$ cat config.mk
export PLATFORM = sky130hd
export DESIGN_NAME = object_depth_gen
export DESIGN_NICKNAME = d
export VERILOG_FILES = /design/src/rtl/object_depth_gen.sv
export SDC_FILE = /design/constraint.sdc
export NUM_CORES = 1
export LEC_CHECK = 0
export CAP_MARGIN = 20
export CORE_MARGIN = 5
export CORE_UTILIZATION = 30
export DETAILED_ROUTE_END_ITERATION = 6
export HOLD_SLACK_MARGIN = 0.15
export SYNTH_ARGS = -nofsm -noshare
export SYNTH_HDL_FRONTEND = slang
export SYNTH_SLANG_ARGS = --single-unit
$ cat constraint.sdc
create_clock -name clk -period 3.1 [get_ports clk]
set_clock_uncertainty 0.1 [all_clocks]
set_input_delay 0.62 -clock clk [delete_from_list [all_inputs] [get_ports clk]]
set_output_delay 0.62 -clock clk [all_outputs]
set_load 0.02 [all_outputs]
$ cat src/rtl/object_depth_gen.sv
// Depth producer for up to three moving objects: per-frame advance, retire,
// spawn handshake and a three-stage compare-exchange sort (nearest in slot 1).
module object_depth_gen #(
    parameter logic [5:0] SPAWN_DEPTH = 6'd62,
    parameter logic [5:0] FAR_DEPTH   = 6'd63
) (
    input  logic       clk,
    input  logic       rst_n,
    input  logic       frame_tick,
    input  logic       spawn_valid,
    output logic       spawn_ready,
    input  logic [8:0] spawn_x,
    input  logic [8:0] spawn_y,
    input  logic [2:0] spawn_speed,
    output logic [5:0] d1,
    output logic [5:0] d2,
    output logic [5:0] d3,
    output logic [8:0] xc1,
    output logic [8:0] xc2,
    output logic [8:0] xc3,
    output logic [8:0] yc1,
    output logic [8:0] yc2,
    output logic [8:0] yc3,
    output logic [2:0] active,
    output logic       busy,
    output logic       frame_miss
);

    typedef enum logic [2:0] {
        IDLE, UPDATE, SORT0, SORT1, SORT2
    } state_t;

    typedef struct packed {
        logic       act;
        logic [2:0] spd;
        logic [8:0] y;
        logic [8:0] x;
        logic [5:0] dep;
    } slot_t;

    localparam slot_t EMPTY = '{
        act: 1'b0, spd: 3'd0, y: 9'd0, x: 9'd0, dep: FAR_DEPTH
    };

    state_t state_q, state_d;
    slot_t  slot_q [3];
    slot_t  slot_d [3];
    logic   miss_q, miss_d;
    logic [2:0] act_vec;
    logic [1:0] free_idx;
    logic       accept;

    always_comb begin
        for (int i = 0; i < 3; i++) act_vec[i] = slot_q[i].act;
    end

    // Lowest-index empty slot; only used when at least one is free.
    always_comb begin
        free_idx = 2'd0;
        for (int i = 2; i >= 0; i--) begin
            if (!slot_q[i].act) free_idx = i[1:0];
        end
    end

    assign accept = spawn_valid && spawn_ready;

    // State register
    always_ff @(posedge clk or negedge rst_n) begin
        if (!rst_n) state_q <= IDLE;
        else        state_q <= state_d;
    end

    // Next-state logic
    always_comb begin
        state_d = state_q;
        unique case (state_q)
            IDLE: begin
                if (frame_tick)  state_d = UPDATE;
                else if (accept) state_d = SORT0;
            end
            UPDATE:  state_d = SORT0;
            SORT0:   state_d = SORT1;
            SORT1:   state_d = SORT2;
            SORT2:   state_d = IDLE;
            default: state_d = IDLE;
        endcase
    end

    // Output logic
    always_comb begin
        busy        = (state_q != IDLE);
        spawn_ready = (state_q == IDLE) && (act_vec != 3'b111)
                      && !frame_tick;
    end

    // Slot datapath
    always_comb begin
        for (int i = 0; i < 3; i++) slot_d[i] = slot_q[i];
        unique case (state_q)
            IDLE: begin
                if (accept) begin
                    slot_d[free_idx].act = 1'b1;
                    slot_d[free_idx].dep = SPAWN_DEPTH;
                    slot_d[free_idx].x   = spawn_x;
                    slot_d[free_idx].y   = spawn_y;
                    slot_d[free_idx].spd = (spawn_speed == 3'd0)
                                           ? 3'd1 : spawn_speed;
                end
            end
            UPDATE: begin
                for (int i = 0; i < 3; i++) begin
                    if (slot_q[i].act) begin
                        if (slot_q[i].dep <= {3'd0, slot_q[i].spd})
                            slot_d[i] = EMPTY;
                        else
                            slot_d[i].dep = slot_q[i].dep
                                            - {3'd0, slot_q[i].spd};
                    end
                end
            end
            SORT0, SORT2: begin
                if (slot_q[0].dep > slot_q[1].dep) begin
                    slot_d[0] = slot_q[1];
                    slot_d[1] = slot_q[0];
                end
            end
            SORT1: begin
                if (slot_q[1].dep > slot_q[2].dep) begin
                    slot_d[1] = slot_q[2];
                    slot_d[2] = slot_q[1];
                end
            end
            default: ;
        endcase
    end

    assign miss_d = miss_q || (frame_tick && (state_q != IDLE));

    always_ff @(posedge clk or negedge rst_n) begin
        if (!rst_n) begin
            for (int i = 0; i < 3; i++) slot_q[i] <= EMPTY;
            miss_q <= 1'b0;
        end else begin
            for (int i = 0; i < 3; i++) slot_q[i] <= slot_d[i];
            miss_q <= miss_d;
        end
    end

    assign d1  = slot_q[0].dep;
    assign d2  = slot_q[1].dep;
    assign d3  = slot_q[2].dep;
    assign xc1 = slot_q[0].x;
    assign xc2 = slot_q[1].x;
    assign xc3 = slot_q[2].x;
    assign yc1 = slot_q[0].y;
    assign yc2 = slot_q[1].y;
    assign yc3 = slot_q[2].y;
    assign active     = act_vec;
    assign frame_miss = miss_q;

endmodule
Yosys cells after proc, flatten, opt, wreduce, memory -nomap -nowiden
Cells that the tools add are included.
{ "op_classes": {"addsub": 3, "magnitude_cmp": 7, "n_eq_ne": 15, "muxes": 37, "bitwise_logic": 1, "reduce_logical": 23} }
{ "op_table": {"columns": ["cell", "n"], "rows": [
  ["$bwmux W84", 5],
  ["$demux W28 S2", 5],
  ["$pmux W28 S3", 2],
  ["$mux W28", 4],
  ["$mux W56", 2],
  ["$pmux W28 S4", 1],
  ["$mux W84", 1],
  ["$mux W22", 3],
  ["$mux W27", 1],
  ["$mux W24", 1],
  ["$mux W6", 4],
  ["$le A6 B3 Y1", 3],
  ["$ne A2 B2 Y1 const B", 9],
  ["$sub A6 B3 Y6", 3],
  ["$mux W15", 1],
  ["$reduce_and A5 Y1", 3],
  ["$gt A6 B6 Y1", 2],
  ["$pmux W3 S4", 1],
  ["$reduce_and A4 Y1", 3],
  ["$mux W3", 3],
  ["$reduce_bool A3 Y1", 3],
  ["$eq A3 B2 Y1 const B", 2],
  ["$logic_not A3 Y1", 2],
  ["$mux W2", 3],
  ["other kinds (13)", 19]
]} }
{ "word_totals": {"register_bits": 88, "out_inout_bits": 78, "elab_cells": 103} }

Logic depth before layout (Yosys ltp)
Gate-level depths: netlist (run 1).
{ "logic_depth": {"word_depth": 15, "ltp_mapped": 11} }

Worst setup path before layout (run 1)
OpenSTA, ideal clock, no wires.
{ "synth_path": {"path_type": "register to register", "start": "register, netlist name d2[3]", "end": "register (tool-made name)", "setup_time_ns": 0.125, "arrival_time_ns": 2.506, "required_time_ns": 2.875, "path_slack_ns": 0.369, "path_stages_with_launch": 11, "path_buffers": 2, "cell_sequence": "dfstp_2 -> clkbuf_1 -> inv_1 -> ha_1 -> a211o_1 -> a211oi_1 -> a31oi_1 -> and2_2 -> nand3_4 -> buf_6 -> mux2_4"} }

Final worst setup path (run 1)
{ "layout_path": {"start": "register state_q[2]", "end": "output port spawn_ready"} }
{ "layout_via": {"elab_chain_len": 3} }
{ "layout_rtl": {"columns": ["element", "line", "source"], "rows": [
  ["start, declared", "45", "state_t state_q, state_d;"],
  ["start signal, assigned", "70", "else state_q <= state_d;"],
  ["$logic_not A3 Y1", "92", "spawn_ready = (state_q == IDLE) && (act_vec != 3'b111)"],
  ["$logic_and A1 B1 Y1", "92", null],
  ["$logic_and A1 B1 Y1", "93", "&& !frame_tick;"],
  ["end, declared", "11", "output logic spawn_ready,"]
]} }
Every way passes these cells.

==> reports/metrics.cfg, run 1 <==
[sta]
tightest_slew_ns=0.6079
fin_crit_ns=2.825
slew_viol_final=0
setup_violations=0
final_hold_viol_count=0
max_freq_mhz=354.0
finalCritPeriodShare_pct=91.13
max_slew_margin_pct=59.47
rsz0062_at_grt=false
finalSetupTns_ns=0

[synthesis]
yosysTopAreaCell=dfrtp_1
synth_edf_count=0
ys_seq_area_share_pct=36.37
ys_seq_elements=88
ys.warnings.count=0
synth.area.top_cells=dfrtp_1, buf_4, dfstp_2, mux2_4, ha_1
synth_top_area_share_pct=28.64
syn-num-nets=697
netlist_instances=648
synth_top_flop_cell=dfrtp_1
syn_area_per_cell_um2=9.438
syn_area_mm2=0.006116
ys_types=72
ys_async_sr_fraction_pct=100.0

[route]
wirelength_um=17520
vias=4983
post_drt_wl_per_cell_um=18.50
via_per_inst=5.262
drcViolationCount=0
dr.first_iter.drc_count=524
antenna_left=0
dr.pass1.iters=6

[setup_path]
worstPathMaxFanout=18
cpLargestDelayFamily=flip-flops
critPathSlowestCell=dfrtp_1
ff2ff_setup_slack_ns=0.27
cp_data_arrival_time_ns=2.11
cp.required_ns=2.38
end_kind=output pin
worstSetupPathType=reg -> out
cp-startpoint=state_q[2]$_DFFE_PN0P_
crit_buf_inv=1
max_stage_delay_ns=0.60
crit_chain=nor3_2 > and2_1 > clkdlybuf4s50_1
worst_r2r_path_depth=9
r2r-start=d2[2]$_DFFE_PN1P_
cp-endpoint=spawn_ready
startpoint_type=flop
path_depth=3

[cts]
cts.sinks=88
cts_buffers=9
root_buffer=clkbuf_16
path_clk_slew_ns=0.07
cts_hold_repair.buffers=1
cts_tree=done
cts.repair.resized=0
clk_latency_ns=0.35
post-cts-setup-buffers=0
cts_max_level=3
clock_path_buffers=2

[grt]
track_usage_pct=15.05
antenna_found_initial=0
grt_overflow=0
grt_start_max_net_pins=69
grt_pass1_vias=5057
grt_pass1_wl_um=28480

[floorplanning]
die_y_um=152.8
dieWidth_um=152.8
rows=52
die_area_mm2=0.02334
initial_utilization_pct=30.32
ioPinCount=103
core-area_mm2=0.02017

[placement]
hpwl_um=12410
routabilityCongestion=0.8433
port_buffers=102

[finish]
area_growth_pct=19.46
multi_input_area_mm2=0.003048
antenna_cells=0
fillers=2046
final_common_cell=clkdlybuf4s50_1
register_area_mm2=0.002225
drive_above_1_share_pct=14.77
nets=721
most-common-layout-cells=clkdlybuf4s50_1, dfrtp_1, nand2_1

[run_status]
status=completed

[flow_run]
drv_cap=0

[min_path]
hold_class=reg -> reg

==> logic make-up after synthesis <==
logic type	after synthesis	share of synthesized area, %
simple gates	135	10.72
mux	25	5.626
compound gates	228	26.92
flops	88	36.37
xor+xnor	5	0.8390
buf+inv	143	14.24
fa+ha+maj	24	5.278
==> layer usage <==
layer	global-route usage [%]	part of all wire (%)	vias to the layer above	wire [um]
li1	-	-	2365	-
met1	20.44	45	2436	7903
met2	24.07	47	166	8263
met3	3.493	6.5	16	1141
met4	4.285	1.2	0	215
met5	0	0	-	0
==> cell usage after synthesis, types with 2 or more instances <==
library cell	number
and2_1	4
a21o_1	10
and4_1	2
clkbuf_1	18
nor2b_1	7
fa_1	3
nor2_1	22
a2bb2oi_1	3
xor2_1	3
o2bb2ai_1	2
mux2_2	3
a221oi_2	2
o211a_1	2
o21ai_0	39
nand2b_1	4
a222oi_1	22
a22o_1	22
nor3_1	5
a31oi_1	7
mux2_4	18
a21oi_1	25
o21a_1	4
o211ai_1	3
nand2_1	65
inv_1	27
nand3_1	7
a32oi_1	4
and3_1	5
o22a_1	2
o21ai_1	29
o31ai_1	3
nor4b_1	2
buf_4	77
a22oi_1	24
buf_2	18
mux2i_1	4
a221oi_1	4
o22ai_1	5
buf_6	3
ha_1	21
dfstp_2	18
dfrtp_1	70
==> worst register-to-register path: cells and delay by family, from the launching register on <==
family,cells,cell delay [ns]
multiplexers,1,0.40
AO/OA/AOI/OAI,3,0.75
flip-flops,1,0.66
buffers and inverters,2,0.27
AND/OR/NAND/NOR,2,0.33
adder cells (fa/ha/maj),1,0.18
==> how the worst min path moves through the flow <==
stage,startpoint,end,depth (start not counted)
floorplan,rst_n,async pin,0
global placement,frame_miss$_DFF_PN0_,frame_miss$_DFF_PN0_,1
detailed placement,frame_miss$_DFF_PN0_,frame_miss$_DFF_PN0_,1
CTS,frame_miss$_DFF_PN0_,frame_miss$_DFF_PN0_,1
global route,frame_miss$_DFF_PN0_,frame_miss$_DFF_PN0_,1
finish,frame_miss$_DFF_PN0_,frame_miss$_DFF_PN0_,1
==> area by class of cell <==
class | count | area share (%)
clock inverters | 6 | 0.9077
clock buffers | 10 | 3.134
multi-input cells | 417 | 41.72
well taps | 270 | 4.624
inverters | 27 | 1.387
flip-flops and latches | 88 | 30.45
repair buffers | 129 | 17.78
==> metrics by stage <==
step	utilization [%]	hold slack (ns)	instance area, um^2	cells	setup WS, ns
6_report	36.22	0.3525	7306	947	0.2750
5_1_grt	36.22	0.3941	7306	947	0.1525
4_1_cts	36.22	0.3588	7306	947	0.2507
3_5_place_dp	34.71	0.3438	7000	930	0.2343
3_3_place_gp	34.71	0.3535	7000	930	0.3121
2_1_floorplan	-	0.2244	6116	648	0.3692
Power of run 1 is left out: the tool's default activity adds up to more than one toggle a clock period on the data nets, which glitch-free logic cannot reach.
==> inputs of run 2 (changes only) <==
REMOVE_ABC_BUFFERS = 1   (was not set)
==> reports/metrics.cfg, run 2 (synthesized netlist as in run 1, its figures left out) <==
[setup_path]
max_stage_delay_ns=0.61
worst_r2r_path_depth=9
r2r-start=d3[1]$_DFFE_PN1P_
crit_buf_inv=1
ff2ff_setup_slack_ns=0.30
cpLargestDelayFamily=flip-flops
worstPathMaxFanout=18
worstSetupPathType=reg -> out
startpoint_type=flop
cp.required_ns=2.38
cp_data_arrival_time_ns=2.16
path_depth=3
critPathSlowestCell=dfrtp_1
end_kind=output pin
crit_chain=nor3_2 > and2_1 > clkdlybuf4s50_1

[sta]
slew_viol_final=0
final_hold_viol_count=0
holdWs_ns=0.1641
tightest_slew_ns=0.6427
max_freq_mhz=347.8
max_slew_margin_pct=57.15
timing.final.ws_setup_ns=0.2247
rsz0062_at_grt=false
setup_violations=0
fin_crit_ns=2.875
finalCritPeriodShare_pct=92.75

[run_status]
status=completed

[flow_run]
drv_cap=0

[grt]
grt_pass1_wl_um=28160
grt_pass1_vias=4972
grt_start_max_net_pins=48
track_usage_pct=14.73
antenna_found_initial=0
grt_overflow=0

[finish]
final_common_cell=clkdlybuf4s50_1
antenna_cells=0
nets=721
area_growth_pct=18.90
most-common-layout-cells=clkdlybuf4s50_1, dfrtp_1, nand2_1
drive_above_1_share_pct=15.07

[floorplanning]
rows=52
initial_utilization_pct=30.32
die_area_mm2=0.02334
die_y_um=152.8
dieWidth_um=152.8
core-area_mm2=0.02017
ioPinCount=103

[cts]
cts_tree=done
post-cts-setup-buffers=0
cts.repair.resized=0
clock_path_buffers=2
root_buffer=clkbuf_16
cts_buffers=9
cts_max_level=3
path_clk_slew_ns=0.07
cts.sinks=88
cts_hold_repair.buffers=0
clk_latency_ns=0.35

[placement]
pre_cts_ws_ns=0.09662
routabilityCongestion=0.8900
hpwl_um=12200
port_buffers=102

[route]
antenna_left=0
post_drt_wl_per_cell_um=18.42
wirelength_um=17440
dr.first_iter.drc_count=434
via_per_inst=5.257
vias=4978
dr.pass1.iters=5
drcViolationCount=0

[min_path]
hold_class=in -> async

## run 2: worst max-delay path by stage
stage | from | endpoint | slack (ns)
finish | state_q[2]$_DFFE_PN0P_ | spawn_ready | 0.22
CTS | state_q[2]$_DFFE_PN0P_ | spawn_ready | 0.21
detailed placement | frame_tick | flop | 0.1
global route | d3[1]$_DFFE_PN1P_ | flop | 0.06
global placement | frame_tick | flop | 0.16
floorplan | d3[5]$_DFFE_PN1P_ | flop | -0.41
## run 2: per-stage QoR
stage | utilization, % | instances | TNS, ns | cell area (um^2)
floorplan | - | 532 | -7.556 | 5346
CTS | 36.05 | 947 | 0 | 7272
detailed placement | 34.56 | 931 | 0 | 6970
finish | 36.05 | 947 | 0 | 7272
global placement | 34.56 | 931 | 0 | 6970
global route | 36.05 | 947 | 0 | 7272
## run 2: layer usage
layer / track usage [%] / wire [um] / vias up
met5: 0 / 0 / -
met4: 4.625 / 275 / 0
met3: 3.039 / 1130 / 20
met2: 22.89 / 7892 / 180
met1: 20.62 / 8144 / 2419
li1: - / - / 2359
## run 2: cell type report
| cell class | count | area, um^2 |
|---|---|---|
| fillers | 2054 | 12900 |
| multi-input cells | 417 | 3048 |
| flip-flops and latches | 88 | 2225 |
| repair buffers | 129 | 1259 |
| well taps | 270 | 337.8 |
| clock buffers | 9 | 225.2 |
| inverters | 27 | 101.3 |
| clock inverters | 7 | 76.32 |
Power of run 2 is left out for the same reason.
==> inputs of run 3 (changes only) <==
ABC_AREA = 0   (was not set)
ABC_CLOCK_PERIOD_IN_PS = 3100   (was not set)
CORE_UTILIZATION = 50   (was 30)
PLACE_DENSITY = 0.76   (was not set)
==> reports/metrics.cfg, run 3 (synthesized netlist as in run 1, its figures left out) <==
[run_status]
status=finished with violations
violations=design-rule violations

[route]
antenna_left=0
vias=5178
post_drt_wl_per_cell_um=20.35
wirelength_um=16770
dr.first_iter.drc_count=473
via_per_inst=6.284
dr.pass1.iters=7
drcViolationCount=1

[cts]
cts_buffers=9
clk_latency_ns=0.36
clock_path_buffers=2
cts.repair.resized=0
cts_hold_repair.buffers=0
post-cts-setup-buffers=0
root_buffer=clkbuf_16
cts_tree=done
cts_max_level=3
path_clk_slew_ns=0.07
cts.sinks=88

[placement]
hpwl_um=11840
placedCellCount=808
routabilityCongestion=0.9516
port_buffers=102

[floorplanning]
rows=40
die_y_um=120.6
dieWidth_um=120.6
core-area_mm2=0.01201
die_area_mm2=0.01454
ioPinCount=103
initial_utilization_pct=50.92

[grt]
top_usage_layer=met2
grt_start_max_net_pins=49
grt_pass1_vias=5200
grt_use_met3_pct=4.350
track_usage_pct=23.48
grt_pass1_wl_um=27140
use_met2_pct=38.32
grt_overflow=0
antenna_found_initial=0
use_met1_pct=30.64

[sta]
holdWs_ns=0.1678
setup_violations=0
finalCritPeriodShare_pct=93.20
tightest_slew_ns=0.7836
fin_crit_ns=2.889
rsz0062_at_grt=false
max_slew_margin_pct=47.76
max_freq_mhz=346.1
finalSetupTns_ns=0
slew_viol_final=0
final_hold_viol_count=0

[setup_path]
end_kind=output pin
worst_r2r_path_depth=9
cp.required_ns=2.38
ff2ff_setup_slack_ns=0.24
worstSetupPathType=reg -> out
startpoint_type=flop
r2r-start=d2[2]$_DFFE_PN1P_
worstPathMaxFanout=21
cp_data_arrival_time_ns=2.17

[finish]
nets=721
final_common_cell=clkdlybuf4s50_1
antenna_cells=0
most-common-layout-cells=clkdlybuf4s50_1, dfrtp_1, nand2_1
drive_above_1_share_pct=15.07
register_area_mm2=0.002225
multi_input_area_mm2=0.003042
post-route-util_pct=59.21
fillers=1031
area_growth_pct=16.28
fin_cells=824

[min_path]
hold_class=in -> async

[flow_run]
drv_cap=0

run 3: cell count changes in the layout (fill, tap and decap cells not counted):
cell / before / now
nor3b_4: 1 / 0
inv_8: 0 / 3
nor3b_2: 0 / 1
clkinv_8: 0 / 1
bufinv_16: 1 / 0
clkinvlp_4: 2 / 0
clkinv_2: 1 / 0
run 3: how the worst max path moves through the flow:
| stage | from | endpoint | cells past startpoint |
|---|---|---|---|
| after floorplan | d3[5]$_DFFE_PN1P_ | flop | 7 |
| after global placement | frame_tick | flop | 8 |
| after detailed placement | frame_tick | flop | 8 |
| after CTS | state_q[0]$_DFFE_PN0P_ | spawn_ready | 3 |
| after global routing | d2[2]$_DFFE_PN1P_ | d2[3]$_DFFE_PN1P_ | 8 |
| final | state_q[0]$_DFFE_PN0P_ | spawn_ready | 3 |
run 3: worst max-delay path, stage by stage (launching register included):
cell	delay (ns)
dfrtp_1	0.67
nor3_2	0.36
and2_1	0.18
clkdlybuf4s50_1	0.60
run 3: area by class of cell:
cell class / count / area share, %
sequential: 88 / 31.28
clock buffer: 9 / 3.167
clock inverter: 7 / 1.073
timing repair buffer: 129 / 17.70
tap: 147 / 2.586
inverter: 27 / 1.425
multi-input combinational: 417 / 42.77
run 3: layer usage:
metal / routed length (um) / vias up
li1: - / 2360
met1: 6989 / 2524
met2: 8024 / 258
met3: 1325 / 36
met4: 427 / 0
met5: 0 / -
run 3: metrics by stage:
step / cell area (um^2) / worst slack [ns]
6_report: 7112 / 0.2109
5_1_grt: 7112 / 0.09149
4_1_cts: 7112 / 0.2085
3_5_place_dp: 6810 / 0.1673
3_3_place_gp: 6810 / 0.2522
2_1_floorplan: 5346 / -0.4126
Power of run 3 is left out for the same reason.
